### config.mk
export PLATFORM = sky130hd
export DESIGN_NAME = vedic_mult_pipe
export DESIGN_NICKNAME = d
export VERILOG_FILES = /design/src/rtl/vedic_mult_pipe.sv
export SDC_FILE = /design/constraint.sdc
export NUM_CORES = 1
export LEC_CHECK = 0
export BUFFER_PORTS_ARGS = -buffer_cell sky130_fd_sc_hd__buf_2
export CELL_PAD_IN_SITES_DETAIL_PLACEMENT = 2
export CELL_PAD_IN_SITES_GLOBAL_PLACEMENT = 2
export CORE_MARGIN = 2
export CORE_UTILIZATION = 34
export CTS_BUF_LIST = sky130_fd_sc_hd__clkbuf_8
export DETAILED_ROUTE_END_ITERATION = 6
export GPL_ROUTABILITY_DRIVEN = 0
export PLACE_DENSITY_LB_ADDON = 0.08
export SLEW_MARGIN = 20
export SYNTH_ARGS = -nofsm -noshare
export SYNTH_HDL_FRONTEND = slang
export SYNTH_SLANG_ARGS = --single-unit
### constraint.sdc
create_clock -name clk -period 3.7 [get_ports clk]
set_input_delay 0.37 -clock clk [delete_from_list [all_inputs] [get_ports clk]]
set_output_delay 0.37 -clock clk [all_outputs]
set_load 0.02 [all_outputs]
### src/rtl/vedic_mult_pipe.sv
// ---------------------------------------------------------------------------
// vedic_mult_pipe
//
// Pipelined Urdhva-Tiryagbhyam (Vedic) multiplier with a valid/ready stream
// interface, a per-transaction signed/unsigned mode and a sideband tag.
//
// Each operand is reduced to its magnitude and split into high and low
// halves. Four half-width quadrant products are formed by Vedic
// column-wise (vertical and crosswise) cells. The quadrant products are then
// combined by parallel-prefix carry-lookahead adders over three registered
// stages. The final sign is applied in the last stage.
//
// Ports:
//   clk        clock, all state updates on the rising edge
//   rst_n      synchronous active-low reset
//   in_valid   operand pair presented
//   in_ready   block can accept a pair this cycle
//   in_a/in_b  multiplicand / multiplier (WIDTH bits)
//   in_signed  1 = two's-complement operands, 0 = unsigned
//   in_tag     sideband tag, returned unchanged with the product
//   out_valid  product valid
//   out_ready  downstream accepts the product
//   out_prod   product (2*WIDTH bits, two's complement when signed)
//   out_tag    tag belonging to out_prod
//   busy       any pipeline stage occupied
// ---------------------------------------------------------------------------
module vedic_mult_pipe #(
  parameter int WIDTH = 8,
  parameter int TAG_W = 4
) (
  input  logic               clk,
  input  logic               rst_n,
  input  logic               in_valid,
  output logic               in_ready,
  input  logic [WIDTH-1:0]   in_a,
  input  logic [WIDTH-1:0]   in_b,
  input  logic               in_signed,
  input  logic [TAG_W-1:0]   in_tag,
  output logic               out_valid,
  input  logic               out_ready,
  output logic [2*WIDTH-1:0] out_prod,
  output logic [TAG_W-1:0]   out_tag,
  output logic               busy
);

  localparam int H  = WIDTH / 2;
  localparam int PW = 2 * WIDTH;

  // Vedic cell: the partial-product bits of every column k (all x[i]&y[j]
  // with i+j == k) are summed vertically/crosswise, and each column sum is
  // then accumulated at its weight.
  function automatic logic [WIDTH-1:0] vedicMul(input logic [H-1:0] x,
                                                input logic [H-1:0] y);
    logic [WIDTH-1:0] acc;
    logic [WIDTH-1:0] col;
    logic [H-1:0]     xs;
    logic [H-1:0]     ys;
    acc = '0;
    for (int k = 0; k < 2*H-1; k++) begin
      col = '0;
      for (int i = 0; i < H; i++) begin
        if ((k >= i) && (k - i < H)) begin
          xs  = x >> i;
          ys  = y >> (k - i);
          col = col + {{(WIDTH-1){1'b0}}, xs[0] & ys[0]};
        end
      end
      acc = acc + (col << k);
    end
    return acc;
  endfunction

  // Kogge-Stone carry-lookahead adder: group generate/propagate are combined
  // over doubling spans, so every carry comes from a log-depth prefix tree.
  function automatic logic [PW-1:0] claAdd(input logic [PW-1:0] x,
                                           input logic [PW-1:0] y);
    logic [PW-1:0] g;
    logic [PW-1:0] p;
    logic [PW-1:0] gp;
    logic [PW-1:0] pp;
    g  = x & y;
    p  = x ^ y;
    gp = g;
    pp = p;
    for (int d = 1; d < PW; d = d * 2) begin
      gp = gp | (pp & (gp << d));
      pp = pp & (pp << d);
    end
    return p ^ (gp << 1);
  endfunction

  // Stage state
  logic               s1Valid_q, s2Valid_q, s3Valid_q;
  logic [WIDTH-1:0]   s1LL_q, s1HL_q, s1LH_q, s1HH_q;
  logic               s1Neg_q, s2Neg_q;
  logic [TAG_W-1:0]   s1Tag_q, s2Tag_q, s3Tag_q;
  logic [WIDTH:0]     s2Mid_q;
  logic [PW-H-1:0]    s2LowSum_q;
  logic [H-1:0]       s2LowBits_q;
  logic [PW-1:0]      s3Prod_q;

  // Next-state values
  logic [WIDTH-1:0]   aMag, bMag;
  logic [WIDTH-1:0]   s1LL_d, s1HL_d, s1LH_d, s1HH_d;
  logic               s1Neg_d;
  logic [PW-1:0]      midSum, lowSumFull, upperFull, negFull;
  logic [WIDTH:0]     s2Mid_d;
  logic [PW-H-1:0]    s2LowSum_d;
  logic [PW-1:0]      mag;
  logic [PW-1:0]      s3Prod_d;
  logic               unusedBits;

  // Flow control
  logic s1Adv, s2Adv, s3Adv, inFire;

  // A stage may load when it is empty or its contents move on this edge,
  // so a full pipeline still accepts while it drains.
  always_comb begin
    s3Adv    = !s3Valid_q || out_ready;
    s2Adv    = !s2Valid_q || s3Adv;
    s1Adv    = !s1Valid_q || s2Adv;
    in_ready = rst_n && s1Adv;
    inFire   = in_valid && in_ready;
  end

  // Stage 1 datapath: magnitudes (so -2^(WIDTH-1) becomes 2^(WIDTH-1) as an
  // unsigned value) and the four quadrant products.
  always_comb begin
    aMag    = (in_signed && in_a[WIDTH-1]) ? -in_a : in_a;
    bMag    = (in_signed && in_b[WIDTH-1]) ? -in_b : in_b;
    s1LL_d  = vedicMul(aMag[H-1:0],     bMag[H-1:0]);
    s1HL_d  = vedicMul(aMag[WIDTH-1:H], bMag[H-1:0]);
    s1LH_d  = vedicMul(aMag[H-1:0],     bMag[WIDTH-1:H]);
    s1HH_d  = vedicMul(aMag[WIDTH-1:H], bMag[WIDTH-1:H]);
    s1Neg_d = in_signed && (in_a[WIDTH-1] ^ in_b[WIDTH-1]);
  end

  // Stage 2/3 datapath. With a = aH*2^H + aL the magnitude product is
  // HH*2^WIDTH + mid*2^H + LL. Everything above bit H-1 is
  // upper = (LL >> H) + HH*2^H + mid, where the first two terms form
  // lowSum; the bottom H bits are LL's own low bits. The sign is applied
  // last as an invert-plus-one through the same adder.
  always_comb begin
    midSum     = claAdd(PW'(s1HL_q), PW'(s1LH_q));
    lowSumFull = claAdd(PW'(s1LL_q >> H), PW'({s1HH_q, {H{1'b0}}}));
    s2Mid_d    = midSum[WIDTH:0];
    s2LowSum_d = lowSumFull[PW-H-1:0];
    upperFull  = claAdd(PW'(s2LowSum_q), PW'(s2Mid_q));
    mag        = {upperFull[PW-H-1:0], s2LowBits_q};
    negFull    = claAdd(~mag, PW'(1));
    s3Prod_d   = s2Neg_q ? negFull : mag;
    // Adder bits above the widths that can ever be reached stay zero.
    unusedBits = ^{midSum[PW-1:WIDTH+1], lowSumFull[PW-1:PW-H],
                   upperFull[PW-1:PW-H]};
  end

  // Pipeline registers. A stage's valid bit follows its upstream whenever it
  // advances; data is only captured for a real transaction so the output
  // stays frozen while stalled.
  always_ff @(posedge clk) begin
    if (!rst_n) begin
      s1Valid_q   <= 1'b0;
      s2Valid_q   <= 1'b0;
      s3Valid_q   <= 1'b0;
      s1LL_q      <= '0;
      s1HL_q      <= '0;
      s1LH_q      <= '0;
      s1HH_q      <= '0;
      s1Neg_q     <= 1'b0;
      s1Tag_q     <= '0;
      s2Mid_q     <= '0;
      s2LowSum_q  <= '0;
      s2LowBits_q <= '0;
      s2Neg_q     <= 1'b0;
      s2Tag_q     <= '0;
      s3Prod_q    <= '0;
      s3Tag_q     <= '0;
    end else begin
      if (s1Adv) begin
        s1Valid_q <= inFire;
        if (inFire) begin
          s1LL_q  <= s1LL_d;
          s1HL_q  <= s1HL_d;
          s1LH_q  <= s1LH_d;
          s1HH_q  <= s1HH_d;
          s1Neg_q <= s1Neg_d;
          s1Tag_q <= in_tag;
        end
      end
      if (s2Adv) begin
        s2Valid_q <= s1Valid_q;
        if (s1Valid_q) begin
          s2Mid_q     <= s2Mid_d;
          s2LowSum_q  <= s2LowSum_d;
          s2LowBits_q <= s1LL_q[H-1:0];
          s2Neg_q     <= s1Neg_q;
          s2Tag_q     <= s1Tag_q;
        end
      end
      if (s3Adv) begin
        s3Valid_q <= s2Valid_q;
        if (s2Valid_q) begin
          s3Prod_q <= s3Prod_d;
          s3Tag_q  <= s2Tag_q;
        end
      end
    end
  end

  assign out_valid = s3Valid_q;
  assign out_prod  = s3Prod_q;
  assign out_tag   = s3Tag_q;
  assign busy      = s1Valid_q || s2Valid_q || s3Valid_q;

endmodule
==> flow_summary.json <==
{
  "cp_max_fo": 4,
  "ys_seq_area_share_pct": 29.3,
  "cts_tree": "done",
  "yosys-top-cells-area": "dfxtp_1, ha_1, nand2_1",
  "die-area_um2": 19200,
  "worstPathRequired_ns": 3.96,
  "antenna_found_initial": 0,
  "yosysUniqueCellTypes": 52,
  "cts_made_buffers": 9,
  "grt_max_degree": 57,
  "area_growth_pct": 17.3,
  "worst_slew_pin_slew_ns": 0.850,
  "routed_via_density": 5.19,
  "rsz0062_at_grt": "false",
  "startpoint_type": "input port",
  "synth_cells": 767,
  "drive_gt1_share_pct": 17.6,
  "initial_core_util_pct": 34.4,
  "die_h_um": 138,
  "fp-row-count": 49,
  "max-clock-path-buffers": 2,
  "grt_usage_pct": 19.8,
  "n_antenna_cell": 0,
  "yosys.area_share.simple_pct": 21.9,
  "synth_xor_xnor_area_share_pct": 5.83,
  "core_um2": 17800,
  "synth_top_area_share_pct": 29.3,
  "ant_nets": 0,
  "ys.flop_type": "dfxtp_1",
  "arrival_ns": 3.79,
  "final_nets": 958,
  "synth_top_family_by_area": "simple AND/OR/NAND/NOR gates",
  "r2r_slack_ns": 0.77,
  "cts_root_buffer": "clkbuf_8",
  "status": "complete, no violations",
  "setup_viol": 0,
  "num_vias": 5595,
  "final.fill_count": 2036,
  "layout_setup_ws_ns": 0.174,
  "clock_sinks": 90,
  "end_kind": "register",
  "synth_top_area_cell": "dfxtp_1",
  "grt_pass1_vias": 6188,
  "pin_count": 48,
  "max_slew_margin_pct": 43.2,
  "multi_input_area_um2": 4110,
  "leakagePower_nw": 3.33,
  "finalPower_mw": 2.67,
  "grt_pass1_wl_um": 31300,
  "ys_warn_count": 0,
  "firstDrtPassIters": 4,
  "die_width_um": 138,
  "syn_area_um2": 6140,
  "synth_seq_cells": 90,
  "maxCapViolations": 0,
  "syn_avg_cell_area_um2": 8.01,
  "power.density_nw_per_um2": 371,
  "overflow": 0,
  "regArea_um2": 1800,
  "synth_common_cells": "nand2_1, dfxtp_1, nor2_1",
  "synth_async_sr_flop_share_pct": 0,
  "wl_per_cell_um": 17.3,
  "synth_fp_nets": 882,
  "hpwl_um": 15100,
  "synth-compound-area-share_pct": 15.8,
  "finalHoldViolations": 0,
  "timing.hold.ws_ns": 0.172,
  "pre_cts_ws_ns": -0.315,
  "utilization_pct": 40.4,
  "clock_latency_ns": 0.39,
  "post-cts-setup-buffers": 0,
  "cts.clk_slew.worst_paths_ns": 0.10,
  "synth_edf_count": 0,
  "hold_class": "input port to register",
  "peakVddDrop_mv": 0.162,
  "fin_crit_sh_pct": 95.3,
  "synth_most_common_cell": "nand2_1",
  "max_freq_mhz": 284,
  "port_buffers": 47,
  "period_needed_ns": 3.53,
  "drcViolationCount": 0,
  "drv_slew": 0,
  "worst-setup-path-type": "input port to register",
  "drtIter0Drc": 180,
  "synthMuxAreaShare_pct": 0.815,
  "cts_max_level": 3,
  "drt-total-wl_um": 18700,
  "synthAdderAreaFrac_pct": 21.0,
  "finalSetupTns_ns": 0,
  "finClkSkew_ns": 0.0164
}
-- cell type report --
cell class	count	area share, %
Multi-Input combinational cell	592	57.0
Clock buffer	9	1.72
Tap cell	229	3.98
Timing Repair Buffer	99	8.68
Clock inverter	7	0.972
Sequential cell	90	25.0
Inverter	51	2.67
-- cells in the final DEF, fill, tap and decap left out, drive strengths merged, types with 2 or more instances in the layout --
master | Yosys | routed
nor2b | 6 | 6
xor2 | 22 | 22
fa | 22 | 22
dfxtp | 90 | 90
or3 | 4 | 4
clkbuf | 24 | 9
mux2i | 5 | 5
buf | 10 | 99
o31ai | 9 | 9
a211oi | 16 | 16
inv | 50 | 53
a31oi | 9 | 9
a31o | 3 | 3
xnor2 | 18 | 18
a211o | 2 | 2
nand3b | 2 | 2
nand4 | 3 | 3
o41ai | 3 | 3
or2 | 10 | 10
nand2 | 118 | 118
a21oi | 58 | 58
ha | 68 | 68
and3 | 4 | 4
clkinv | 1 | 4
nand2b | 5 | 5
nand3 | 40 | 40
and2 | 4 | 4
nor3 | 11 | 11
nor4 | 2 | 2
a21o | 15 | 15
nor2 | 88 | 88
o21ai | 28 | 28
o211ai | 3 | 3
-- layer usage --
layer / track usage [%] / wire, µm / vias to the layer above / share of wire, %
met1: 23.3 / 8130 / 2759 / 44
met3: 2.08 / 273 / 19 / 1.5
li1: - / - / 2761 / -
met5: 0 / 0 / - / 0
met4: 5.59 / 305 / 0 / 1.6
met2: 37.7 / 9960 / 56 / 53
-- final timing paths --
path	from	end	depth (start not counted)
max	in_b[0]	s1LH_q[7]$_SDFFE_PN0P_	16
min	in_tag[2]	s1Tag_q[2]$_SDFFE_PN0P_	3
max reg2reg	s2Mid_q[0]$_SDFFE_PN0P_	out_prod[10]$_SDFFE_PN0P_	10
min reg2reg	s1Tag_q[0]$_SDFFE_PN0P_	s2Tag_q[0]$_SDFFE_PN0P_	2
-- report_power, final --
group / leakage (nW) / internal (mW) / switching [mW] / total (mW)
Combinational: 2.50 / 0.382 / 0.510 / 0.892
Clock: 0.0955 / 0.263 / 0.426 / 0.689
Sequential: 0.734 / 1.04 / 0.0472 / 1.09
Total: 3.33 / 1.69 / 0.983 / 2.67
-- timing repair --
item / 4_1_cts / 5_1_grt
hold buffers: 0 / 0
setup endpoints to repair: 0 / 8
resized for setup: 0 / 6
-- critical path, stage by stage --
cell      delay, ns
buf_2          0.16
clkinv_2       0.08
ha_2           0.22
a31oi_4        0.19
xnor2_2        0.10
or2_2          0.29
fa_1           0.51
inv_1          0.05
ha_1           0.19
ha_1           0.27
ha_1           0.35
fa_2           0.41
a21o_1         0.19
a21oi_2        0.14
xor2_1         0.15
o21ai_0        0.09
-- cell families (layout without fill, tap and decap cells) --
group                    after synthesis  after routing
buffers and inverters                 85            166
AND/OR/NAND/NOR                      303            303
multiplexers                           5              5
XOR/XNOR                              40             40
AO/OA/AOI/OAI                        154            154
adder cells (fa/ha/maj)               90             90
flip-flops                            90             90
-- per-stage QoR --
stage	cell area, µm²	cells
floorplan	6190	767
detailed placement	6970	1061
global placement	6970	1061
finish	7210	1077
global route	7210	1077
CTS	7160	1077
-- flip-flops by register name, summed over array words and instances, names as in the netlist --
| signal | cells |
|---|---|
| s2Tag_q | 4 |
| s1Valid_q | 1 |
| out_valid | 1 |
| s1Tag_q | 4 |
| s1HL_q | 8 |
| s2Valid_q | 1 |
| s2Neg_q | 1 |
| s1HH_q | 8 |
| out_prod | 16 |
| s2LowBits_q | 4 |
| out_tag | 4 |
| s1LH_q | 8 |
| s2Mid_q | 9 |
| s1LL_q | 8 |
| s1Neg_q | 1 |
| s2LowSum_q | 12 |
Note: power is estimated with default switching activity, not from simulation.
